File: src/rtl/seq_magnitude_comparator_if.sv
// rtl/seq_magnitude_comparator_if.sv - start/busy/done handshake and result bundle for the chunked comparator
interface seq_magnitude_comparator_if #(
   parameter int WIDTH = 16,
   parameter int CHUNK = 4
);
   localparam int NCHUNK = WIDTH / CHUNK;
   localparam int CW     = $clog2(NCHUNK) + 1;

   logic             start;
   logic             signed_mode;
   logic [WIDTH-1:0] data_a;
   logic [WIDTH-1:0] data_b;
   logic             busy;
   logic             done;
   logic             aeqb;
   logic             agtb;
   logic             altb;
   logic [CW-1:0]    cycles;

   modport master (
      output start, signed_mode, data_a, data_b,
      input  busy, done, aeqb, agtb, altb, cycles
   );

   modport slave (
      input  start, signed_mode, data_a, data_b,
      output busy, done, aeqb, agtb, altb, cycles
   );
endinterface

File: src/rtl/seq_magnitude_comparator.sv
// rtl/seq_magnitude_comparator.sv - multi-cycle magnitude comparator, CHUNK bits per clock, MSB chunk first
module seq_magnitude_comparator #(
   parameter int WIDTH = 16,
   parameter int CHUNK = 4
) (
   input logic                       clk,
   input logic                       rst_n,
   seq_magnitude_comparator_if.slave bus
);
   localparam int NCHUNK = WIDTH / CHUNK;
   localparam int CW     = $clog2(NCHUNK) + 1;
   localparam int IW     = (NCHUNK > 1) ? $clog2(NCHUNK) : 1;
   localparam logic [IW-1:0] IDX_TOP = IW'(NCHUNK - 1);

   typedef enum logic {IDLE, COMPARE} state_t;

   state_t           state, state_d;
   logic [WIDTH-1:0] a_q, a_d, b_q, b_d;
   logic             sm_q, sm_d;
   logic [IW-1:0]    idx_q, idx_d;
   logic             done_q, done_d;
   logic             eq_q, eq_d, gt_q, gt_d, lt_q, lt_d;
   logic [CW-1:0]    cyc_q, cyc_d;
   logic [CHUNK-1:0] ca, cb;

   // Operands shift left each step, so the chunk under test always sits at the top.
   // Flipping both sign bits on the top chunk turns the signed compare into an unsigned one.
   always_comb begin
      ca = a_q[WIDTH-1 -: CHUNK];
      cb = b_q[WIDTH-1 -: CHUNK];
      if (sm_q && (idx_q == IDX_TOP)) begin
         ca[CHUNK-1] = ~ca[CHUNK-1];
         cb[CHUNK-1] = ~cb[CHUNK-1];
      end
   end

   always_comb begin
      state_d = state;
      a_d     = a_q;
      b_d     = b_q;
      sm_d    = sm_q;
      idx_d   = idx_q;
      done_d  = 1'b0;
      eq_d    = eq_q;
      gt_d    = gt_q;
      lt_d    = lt_q;
      cyc_d   = cyc_q;
      case (state)
         IDLE: begin
            if (bus.start) begin
               a_d     = bus.data_a;
               b_d     = bus.data_b;
               sm_d    = bus.signed_mode;
               idx_d   = IDX_TOP;
               eq_d    = 1'b0;
               gt_d    = 1'b0;
               lt_d    = 1'b0;
               cyc_d   = '0;
               state_d = COMPARE;
            end
         end
         COMPARE: begin
            cyc_d = cyc_q + CW'(1);
            if ((ca != cb) || (idx_q == '0)) begin
               done_d  = 1'b1;
               gt_d    = (ca > cb);
               lt_d    = (ca < cb);
               eq_d    = (ca == cb);
               state_d = IDLE;
            end else begin
               idx_d = idx_q - IW'(1);
               a_d   = a_q << CHUNK;
               b_d   = b_q << CHUNK;
            end
         end
         default: state_d = IDLE;
      endcase
   end

   always_ff @(posedge clk or negedge rst_n) begin
      if (!rst_n) begin
         state  <= IDLE;
         a_q    <= '0;
         b_q    <= '0;
         sm_q   <= 1'b0;
         idx_q  <= '0;
         done_q <= 1'b0;
         eq_q   <= 1'b0;
         gt_q   <= 1'b0;
         lt_q   <= 1'b0;
         cyc_q  <= '0;
      end else begin
         state  <= state_d;
         a_q    <= a_d;
         b_q    <= b_d;
         sm_q   <= sm_d;
         idx_q  <= idx_d;
         done_q <= done_d;
         eq_q   <= eq_d;
         gt_q   <= gt_d;
         lt_q   <= lt_d;
         cyc_q  <= cyc_d;
      end
   end

   assign bus.busy   = (state == COMPARE);
   assign bus.done   = done_q;
   assign bus.aeqb   = eq_q;
   assign bus.agtb   = gt_q;
   assign bus.altb   = lt_q;
   assign bus.cycles = cyc_q;
endmodule

File: src/flat_wrapper.sv
// flat-port wrapper written by rule: the top's interface ports become plain ports
module seq_magnitude_comparator_flat 
#(
   parameter int WIDTH = 16,
   parameter int CHUNK = 4
)
  (clk, rst_n, bus_start, bus_signed_mode, bus_data_a, bus_data_b, bus_busy, bus_done, bus_aeqb, bus_agtb, bus_altb, bus_cycles);
  seq_magnitude_comparator_if #(.WIDTH(WIDTH), .CHUNK(CHUNK)) bus_i ();
  input logic clk;
  input logic rst_n;
  input wire logic [$bits(bus_i.start)-1:0] bus_start;
  input wire logic [$bits(bus_i.signed_mode)-1:0] bus_signed_mode;
  input wire logic [$bits(bus_i.data_a)-1:0] bus_data_a;
  input wire logic [$bits(bus_i.data_b)-1:0] bus_data_b;
  output wire logic [$bits(bus_i.busy)-1:0] bus_busy;
  output wire logic [$bits(bus_i.done)-1:0] bus_done;
  output wire logic [$bits(bus_i.aeqb)-1:0] bus_aeqb;
  output wire logic [$bits(bus_i.agtb)-1:0] bus_agtb;
  output wire logic [$bits(bus_i.altb)-1:0] bus_altb;
  output wire logic [$bits(bus_i.cycles)-1:0] bus_cycles;
  assign bus_i.start = bus_start;
  assign bus_i.signed_mode = bus_signed_mode;
  assign bus_i.data_a = bus_data_a;
  assign bus_i.data_b = bus_data_b;
  assign bus_busy = bus_i.busy;
  assign bus_done = bus_i.done;
  assign bus_aeqb = bus_i.aeqb;
  assign bus_agtb = bus_i.agtb;
  assign bus_altb = bus_i.altb;
  assign bus_cycles = bus_i.cycles;
  seq_magnitude_comparator #(.WIDTH(WIDTH), .CHUNK(CHUNK)) u_core (.clk(clk), .rst_n(rst_n), .bus(bus_i));
endmodule
File: config.mk
export PLATFORM = sky130hd
export DESIGN_NAME = seq_magnitude_comparator_flat
export DESIGN_NICKNAME = d
export VERILOG_FILES = /design/src/rtl/seq_magnitude_comparator_if.sv /design/src/rtl/seq_magnitude_comparator.sv /design/src/flat_wrapper.sv
export SDC_FILE = /design/constraint.sdc
export NUM_CORES = 1
export LEC_CHECK = 0
export BUFFER_PORTS_ARGS = -buffer_cell sky130_fd_sc_hd__buf_4
export CAP_MARGIN = 20
export CORE_UTILIZATION = 53
export CTS_BUF_LIST = sky130_fd_sc_hd__clkbuf_16
export CTS_CLUSTER_DIAMETER = 50
export CTS_CLUSTER_SIZE = 40
export DETAILED_ROUTE_END_ITERATION = 12
export PLACE_DENSITY = 0.89
export SYNTH_ARGS = -nofsm -noshare
export SYNTH_HDL_FRONTEND = slang
export SYNTH_SLANG_ARGS = --single-unit
File: constraint.sdc
create_clock -name clk -period 2.34 [get_ports clk]
set_input_delay 0.351 -clock clk [delete_from_list [all_inputs] [get_ports clk]]
set_output_delay 0.351 -clock clk [all_outputs]
set_load 0.05 [all_outputs]
==> results of run 1 <==
## through the flow
stage / utilization [%] / std cells / worst slack (ps) / area [sq um] / hold WS, ps
after CTS: 70.9 / 269 / 144 / 2460 / 72.0
after detailed placement: 66.2 / 261 / 169 / 2300 / 369
after global placement: 66.2 / 261 / 300 / 2300 / 364
final: 71.1 / 269 / 277 / 2470 / 54.5
after global routing: 71.1 / 269 / 131 / 2470 / 108
after floorplan: - / 180 / 515 / 2000 / 55.4
## registers in the layout (all words and copies together) (netlist names)
| name | cells |
|---|---|
| u_core.bus.done | 1 |
| u_core.sm_q | 1 |
| u_core.bus.agtb | 1 |
| u_core.bus.cycles | 3 |
| u_core.bus.aeqb | 1 |
| u_core.b_q | 16 |
| u_core.bus.altb | 1 |
| u_core.idx_q | 2 |
| u_core.bus.busy | 1 |
| u_core.a_q | 16 |
## critical path, stage by stage (launching register included)
cell,delay (ps)
sky130_fd_sc_hd__dfrtp_1,390
sky130_fd_sc_hd__nor2b_1,800
sky130_fd_sc_hd__a21oi_4,200
sky130_fd_sc_hd__inv_2,390
sky130_fd_sc_hd__nor2_1,100
sky130_fd_sc_hd__nor2_1,120
## cell type report
cell class              instances  share of cell area (%)
multi-input cells             119                    32.4
inverters                       7                    1.06
clock buffers                   5                    5.07
flip-flops and latches         43                    43.6
well taps                      46                    2.33
repair buffers                 46                    14.0
clock inverters                 3                    1.57
## metal layers
metal	track usage, %	up-vias
met4	11.1	0
met2	38.3	45
met1	29.0	720
met5	0	-
met3	6.52	10
li1	-	719
## cells in the final DEF (no fill, tap or decap), drive strengths merged
| cell | count |
|---|---|
| nor2b | 1 |
| nand4b | 3 |
| o21ai | 7 |
| nand2 | 8 |
| a22o | 9 |
| o211ai | 1 |
| xnor2 | 1 |
| and3b | 1 |
| clkinv | 2 |
| a32o | 1 |
| a21oi | 5 |
| dfrtp | 43 |
| bufinv | 1 |
| clkbuf | 5 |
| buf | 46 |
| nand2b | 1 |
| nor2 | 46 |
| ha | 6 |
| mux2i | 1 |
| nand3b | 1 |
| inv | 7 |
| o22ai | 24 |
| xor2 | 1 |
| a211oi | 1 |
| or3 | 1 |
## final timing paths
| check | endpoint | slack, ps |
|---|---|---|
| max | u_core.a_q[14]$_DFFE_PN0P_ | 280 |
| min reg2reg | u_core.bus.agtb$_DFFE_PN0P_ | 490 |
| min | u_core.idx_q[0]$_DFFE_PN0P_ | 50 |
| max in group asynchronous | u_core.a_q[6]$_DFFE_PN0P_ | 1930 |
| min in group clk | u_core.sm_q$_DFFE_PN0P_ | 270 |
| max reg2reg | u_core.a_q[14]$_DFFE_PN0P_ | 280 |
## cells by family (layout without fill, tap and decap cells)
family	Yosys count	after routing	share of synthesized area [%]
adders and majority gates	6	6	3.76
and+or+nand+nor	62	62	13.2
muxes	1	1	0.502
xor gates and xnor gates	2	2	0.878
buffers and inverters	18	61	6.46
DFF	43	43	53.9
AOI/OAI and AO/OA	48	48	21.3
## power by group
group          switching, mW  total [mW]  internal, mW
combinational          0.743        1.26         0.514
clock                  0.266       0.763         0.497
sequential             0.224        1.30          1.07
## what timing repair did
action	in CTS	in global routing
setup buffers	0	0
gates resized for setup	0	1
endpoints found under the setup margin	0	5
hold buffers	0	0
==> impl_metrics.prom, run 1 <==
# TYPE chip_impl_metric gauge
chip_impl_metric{name="tritoncts.num_buffers",unit=""} 5
chip_impl_info{name="synth_area_leaders",value="sky130_fd_sc_hd__dfrtp_1 54%, sky130_fd_sc_hd__o22ai_2 11%, sky130_fd_sc_hd__nor2_1 8.7%"} 1
chip_impl_metric{name="netlist_instances",unit=""} 180
chip_impl_metric{name="detailedRoute.firstIterationViolations",unit=""} 112
chip_impl_metric{name="htree_num_levels",unit=""} 2
chip_impl_metric{name="routed_via_density",unit=""} 5.55
chip_impl_metric{name="dp_hpwl",unit="mm"} 2.70
chip_impl_metric{name="yosysWarnings",unit=""} 0
chip_impl_info{name="cts_tree",value="built"} 1
chip_impl_metric{name="worst_setup_hold_path_clk_slew",unit="ps"} 60
chip_impl_metric{name="finalSetupViolCount",unit=""} 0
chip_impl_metric{name="cap_viol_max_count",unit=""} 0
chip_impl_metric{name="synth.lib_cells_used.distinct",unit=""} 31
chip_impl_metric{name="via_count",unit=""} 1494
chip_impl_metric{name="finalNetCount",unit=""} 264
chip_impl_info{name="cts_root_buf",value="sky130_fd_sc_hd__clkbuf_16"} 1
chip_impl_metric{name="power.density_cell_area",unit="mW/mm^2"} 1340
chip_impl_info{name="rsz0062_at_grt",value="false"} 1
chip_impl_info{name="synth_top_cells_by_count",value="46 x sky130_fd_sc_hd__nor2_1, 43 x sky130_fd_sc_hd__dfrtp_1, 17 x sky130_fd_sc_hd__o22ai_2"} 1
chip_impl_metric{name="irDropWorstVdd",unit="V"} 0.000644
chip_impl_metric{name="routed_wire_length_per_instance",unit="um"} 15.5
chip_impl_metric{name="met2RoutedLength",unit="mm"} 2.07
chip_impl_info{name="min-delay-path-class",value="primary input to async pin"} 1
chip_impl_metric{name="fin_crit_sh",unit="%"} 88.2
chip_impl_metric{name="power_leakage",unit="nW"} 1.14
chip_impl_info{name="yosys.cell_count.top_type",value="sky130_fd_sc_hd__nor2_1"} 1
chip_impl_metric{name="area_growth",unit="%"} 23.6
chip_impl_metric{name="place_congestion",unit=""} 0.803
chip_impl_metric{name="worstPathArrival",unit="ps"} 2270
chip_impl_info{name="status",value="finished, final reports clean"} 1
chip_impl_metric{name="ys_async_sr_fraction",unit="%"} 100
chip_impl_metric{name="netlist.area_leader.share",unit="%"} 53.9
chip_impl_metric{name="cts_buffer_depth",unit=""} 2
chip_impl_metric{name="totalPowerFinal",unit="mW"} 3.32
chip_impl_metric{name="max_freq",unit="GHz"} 0.485
chip_impl_metric{name="wl_met1",unit="mm"} 1.85
chip_impl_metric{name="multi_input_gate_area",unit="sq um"} 798
chip_impl_metric{name="drt.antenna.violating_nets",unit=""} 0
chip_impl_metric{name="grt_antenna_before_repair",unit=""} 0
chip_impl_metric{name="port-buffer-count",unit=""} 43
chip_impl_info{name="crit_type",value="flip-flop to flip-flop"} 1
chip_impl_metric{name="io_pins",unit=""} 44
chip_impl_info{name="synth_top_flop_cell",value="sky130_fd_sc_hd__dfrtp_1"} 1
chip_impl_metric{name="final-hold-violation-count",unit=""} 0
chip_impl_metric{name="grt_pass1_vias",unit=""} 1561
chip_impl_metric{name="grt_pass1_wl",unit="mm"} 7.10
chip_impl_metric{name="n_antenna_cell",unit=""} 0
chip_impl_metric{name="remaining_drc_errors",unit=""} 0
chip_impl_metric{name="mappedNetlistNets",unit=""} 222
chip_impl_metric{name="met3WireLength",unit="um"} 163
chip_impl_metric{name="pins_over_their_slew_limit",unit=""} 0
chip_impl_metric{name="grt_start_max_net_pins",unit=""} 44
chip_impl_info{name="cell_type_with_the_highest_aggregate_area_in_the_netlist",value="sky130_fd_sc_hd__dfrtp_1"} 1
chip_impl_metric{name="setup_tns",unit="ps"} 0
chip_impl_info{name="timing.rr.start",value="u_core.bus.busy$_DFF_PN0_"} 1
chip_impl_metric{name="min_period",unit="ps"} 2060
chip_impl_info{name="maxUsedRoutingLayer",value="met4"} 1
chip_impl_metric{name="worstMarginPinSlew",unit="ps"} 1030
chip_impl_metric{name="seqCellArea",unit="sq mm"} 0.00108
chip_impl_metric{name="num-fill-cells",unit=""} 279
chip_impl_info{name="worstSetupStartpoint",value="u_core.bus.busy$_DFF_PN0_"} 1
chip_impl_metric{name="initial_utilization",unit="%"} 57.5
chip_impl_metric{name="yosysSeqAreaShare",unit="%"} 53.9
chip_impl_metric{name="fin_worst_skew",unit="ps"} 3.62
chip_impl_metric{name="die_h",unit="um"} 63.4
chip_impl_metric{name="cp_data_required_time",unit="ps"} 2540
chip_impl_metric{name="drt_first_pass_iters",unit=""} 4
chip_impl_metric{name="total_number_of_clock_tree_sinks",unit=""} 43
chip_impl_metric{name="synthesized_cell_area",unit="sq mm"} 0.00200
chip_impl_metric{name="layout-drive-gt1-share",unit="%"} 32.3
chip_impl_metric{name="routed_wl",unit="mm"} 4.18
chip_impl_metric{name="number_of_synthesized_flops_with_an_enable_pin",unit=""} 0
chip_impl_metric{name="grt_use_total",unit="%"} 23.6
chip_impl_metric{name="ff2ff_path_depth",unit=""} 5
chip_impl_metric{name="grt_remaining_overflow",unit=""} 0
chip_impl_metric{name="clk_latency",unit="ps"} 280
chip_impl_metric{name="core.rowCount",unit=""} 21
chip_impl_metric{name="die_x",unit="um"} 63.4
chip_impl_info{name="cp-end-kind",value="flip-flop"} 1
chip_impl_metric{name="avgSynthCellArea",unit="sq um"} 11.1
chip_impl_metric{name="die_area",unit="sq mm"} 0.00401
chip_impl_metric{name="critical_path_peak_fanout",unit=""} 22
chip_impl_metric{name="ys_ff_latch",unit=""} 43
chip_impl_metric{name="core",unit="sq mm"} 0.00347
chip_impl_info{name="critPathLaunchType",value="flip-flop"} 1
chip_impl_metric{name="timing.max_slew.rel_slack",unit="%"} 31.3
Note: power is estimated with default switching activity, not from simulation.
==> inputs of run 2 (changes only) <==
--- a/config.mk
+++ b/config.mk
@@ -7,12 +7,12 @@
 export LEC_CHECK = 0
 export BUFFER_PORTS_ARGS = -buffer_cell sky130_fd_sc_hd__buf_4
 export CAP_MARGIN = 20
-export CORE_UTILIZATION = 53
+export CORE_UTILIZATION = 57
 export CTS_BUF_LIST = sky130_fd_sc_hd__clkbuf_16
 export CTS_CLUSTER_DIAMETER = 50
 export CTS_CLUSTER_SIZE = 40
 export DETAILED_ROUTE_END_ITERATION = 12
-export PLACE_DENSITY = 0.89
+export PLACE_DENSITY = 0.94
 export SYNTH_ARGS = -nofsm -noshare
 export SYNTH_HDL_FRONTEND = slang
 export SYNTH_SLANG_ARGS = --single-unit
==> constraint.sdc (replaced) <==
create_clock -name clk -period 2.5 [get_ports clk]
set_input_delay 0.375 -clock clk [delete_from_list [all_inputs] [get_ports clk]]
set_output_delay 0.375 -clock clk [all_outputs]
set_load 0.05 [all_outputs]
==> run 2 against run 1 <==
Final area shrank 1.1%. Clock power fell by 17%. Worst setup slack better by 180 ps. Critical path type unchanged. Combinational power fell by 7%. Non-clock buffer count did not move. Critical path depth did not move. Largest cell class unchanged. Critical endpoint unchanged. Worst hold slack improved by 21 ps.
==> impl_metrics.prom, run 2 (synthesis gave the netlist of run 1 again) <==
# TYPE chip_impl_metric gauge
chip_impl_metric{name="total_number_of_clock_tree_sinks",unit=""} 43
chip_impl_metric{name="totalPowerFinal",unit="mW"} 3.03
chip_impl_metric{name="place_inst",unit=""} 261
chip_impl_metric{name="pins_over_their_slew_limit",unit=""} 0
chip_impl_info{name="most-common-layout-cells",value="46 x sky130_fd_sc_hd__nor2_1, 46 x sky130_fd_sc_hd__buf_4, 43 x sky130_fd_sc_hd__dfrtp_1, 17 x sky130_fd_sc_hd__o22ai_2, 9 x sky130_fd_sc_hd__a22o_1"} 1
chip_impl_metric{name="cts_hold_buf",unit=""} 0
chip_impl_metric{name="detailedPlace.worstSlack",unit="ps"} 568
chip_impl_metric{name="fin_crit_sh",unit="%"} 81.6
chip_impl_metric{name="grt_use_total",unit="%"} 26.0
chip_impl_metric{name="grt_antenna_before_repair",unit=""} 0
chip_impl_metric{name="worstMarginPinSlew",unit="ps"} 997
chip_impl_metric{name="die_area",unit="sq mm"} 0.00374
chip_impl_metric{name="timing.critical_path.slowest_cell_delay",unit="ps"} 810
chip_impl_metric{name="instances_no_fill",unit=""} 269
chip_impl_metric{name="power.density_cell_area",unit="mW/mm^2"} 1240
chip_impl_metric{name="io_pins",unit=""} 44
chip_impl_metric{name="irDropWorstVdd",unit="V"} 0.000647
chip_impl_metric{name="initial_utilization",unit="%"} 59.8
chip_impl_metric{name="drt_first_pass_iters",unit=""} 5
chip_impl_metric{name="finalSetupViolCount",unit=""} 0
chip_impl_metric{name="n_antenna_cell",unit=""} 0
chip_impl_metric{name="multi_input_gate_area",unit="sq um"} 791
chip_impl_metric{name="via_count",unit=""} 1542
chip_impl_metric{name="worst_setup_hold_path_clk_slew",unit="ps"} 60
chip_impl_metric{name="min_period",unit="ps"} 2040
chip_impl_metric{name="hold_ws",unit="ps"} 75.6
chip_impl_metric{name="finalNetCount",unit=""} 264
chip_impl_metric{name="drt.antenna.violating_nets",unit=""} 0
chip_impl_metric{name="postLayoutCoreUtil",unit="%"} 73.2
chip_impl_metric{name="routed_wire_length_per_instance",unit="um"} 15.9
chip_impl_metric{name="final-hold-violation-count",unit=""} 0
chip_impl_info{name="critPathMostFrequentCell",value="sky130_fd_sc_hd__nor2_1"} 1
chip_impl_metric{name="worstPathArrival",unit="ps"} 2250
chip_impl_metric{name="core.rowCount",unit=""} 21
chip_impl_metric{name="routed_wl",unit="mm"} 4.28
chip_impl_info{name="critPathLaunchType",value="flip-flop"} 1
chip_impl_metric{name="core",unit="sq mm"} 0.00334
chip_impl_metric{name="place_congestion",unit=""} 0.779
chip_impl_metric{name="grt_start_max_net_pins",unit=""} 44
chip_impl_info{name="rsz0062_at_grt",value="false"} 1
chip_impl_metric{name="detailedRoute.firstIterationViolations",unit=""} 81
chip_impl_metric{name="worst_path_setup_slack_after_routing",unit="ps"} 461
chip_impl_info{name="timing.critical_path.cells",value="nor2b_1, a21oi_2, inv_2, nor2_1, nor2_1"} 1
chip_impl_metric{name="cp_data_required_time",unit="ps"} 2710
chip_impl_info{name="cts_root_buf",value="sky130_fd_sc_hd__clkbuf_16"} 1
chip_impl_metric{name="die_x",unit="um"} 61.2
chip_impl_info{name="cts_tree",value="built"} 1
chip_impl_metric{name="clk_latency",unit="ps"} 280
chip_impl_metric{name="htree_num_levels",unit=""} 2
chip_impl_info{name="cp-end-kind",value="flip-flop"} 1
chip_impl_metric{name="remaining_drc_errors",unit=""} 0
chip_impl_info{name="crit_type",value="flip-flop to flip-flop"} 1
chip_impl_info{name="min-delay-path-class",value="primary input to async pin"} 1
chip_impl_metric{name="layout.cell_area.non_filler",unit="sq mm"} 0.00244
chip_impl_metric{name="grt_pass1_wl",unit="mm"} 6.79
chip_impl_metric{name="num-fill-cells",unit=""} 258
chip_impl_metric{name="cap_viol_max_count",unit=""} 0
chip_impl_metric{name="max_freq",unit="GHz"} 0.490
chip_impl_info{name="status",value="finished, final reports clean"} 1
chip_impl_metric{name="port-buffer-count",unit=""} 43
chip_impl_metric{name="seqCellArea",unit="sq mm"} 0.00108
chip_impl_metric{name="placed_area",unit="sq mm"} 0.00230
chip_impl_metric{name="cts_repair_resize_count",unit=""} 0
chip_impl_metric{name="critical_path_peak_fanout",unit=""} 22
chip_impl_metric{name="tritoncts.num_buffers",unit=""} 5
chip_impl_info{name="critPathSlowestCell",value="sky130_fd_sc_hd__nor2b_1"} 1
chip_impl_metric{name="routed_via_density",unit=""} 5.73
chip_impl_metric{name="die_h",unit="um"} 61.2
chip_impl_metric{name="grt_pass1_vias",unit=""} 1453
chip_impl_metric{name="grt_remaining_overflow",unit=""} 0
chip_impl_metric{name="setup_tns",unit="ps"} 0
chip_impl_metric{name="dp_hpwl",unit="mm"} 2.73
chip_impl_metric{name="fin_worst_skew",unit="ps"} 2.37
chip_impl_metric{name="post-cts-setup-buffers",unit=""} 0
chip_impl_metric{name="area_growth",unit="%"} 22.3
chip_impl_metric{name="layout-drive-gt1-share",unit="%"} 32.7
chip_impl_metric{name="cts_buffer_depth",unit=""} 2
chip_impl_metric{name="timing.max_slew.rel_slack",unit="%"} 33.4
chip_impl_metric{name="power_leakage",unit="nW"} 1.13
-- run 2: final timing paths --
kind,from,to,slack (ps),cells past startpoint
max,u_core.bus.busy$_DFF_PN0_,u_core.a_q[14]$_DFFE_PN0P_,460,5
min,rst_n,u_core.bus.agtb$_DFFE_PN0P_,80,1
max reg2reg,u_core.bus.busy$_DFF_PN0_,u_core.a_q[14]$_DFFE_PN0P_,460,5
min reg2reg,u_core.bus.agtb$_DFFE_PN0P_,u_core.bus.agtb$_DFFE_PN0P_,510,1
max in group asynchronous,rst_n,u_core.b_q[4]$_DFFE_PN0P_,2070,1
min in group clk,bus_signed_mode,u_core.sm_q$_DFFE_PN0P_,300,3
-- run 2: layer usage --
layer / routed length, um / GRT usage (%) / up-vias / share of wire, %
li1: - / - / 715 / -
met5: 0 / 0 / - / 0
met1: 1730 / 32.0 / 744 / 41
met3: 257 / 7.35 / 12 / 6.0
met2: 2190 / 43.3 / 71 / 51
met4: 91 / 10.4 / 0 / 2.1
-- run 2: power by group --
group | switching, mW | internal (mW)
Sequential | 0.226 | 1.01
Combinational | 0.689 | 0.478
Clock | 0.265 | 0.368
-- run 2: area by class of cell --
| type | instances | share of cell area [%] |
|---|---|---|
| Clock buffer | 5 | 5.13 |
| Sequential cell | 43 | 44.1 |
| Clock inverter | 3 | 0.820 |
| Timing Repair Buffer | 46 | 14.1 |
| Tap cell | 46 | 2.36 |
| Inverter | 7 | 1.08 |
| Multi-Input combinational cell | 119 | 32.4 |
-- run 2: critical path, delay by kind of cell, from the launching register on --
kind / cells / cell delay, ps
buffers and inverters: 1 / 340
flip-flops: 1 / 490
AND/OR/NAND/NOR: 3 / 1020
AO/OA/AOI/OAI: 1 / 100
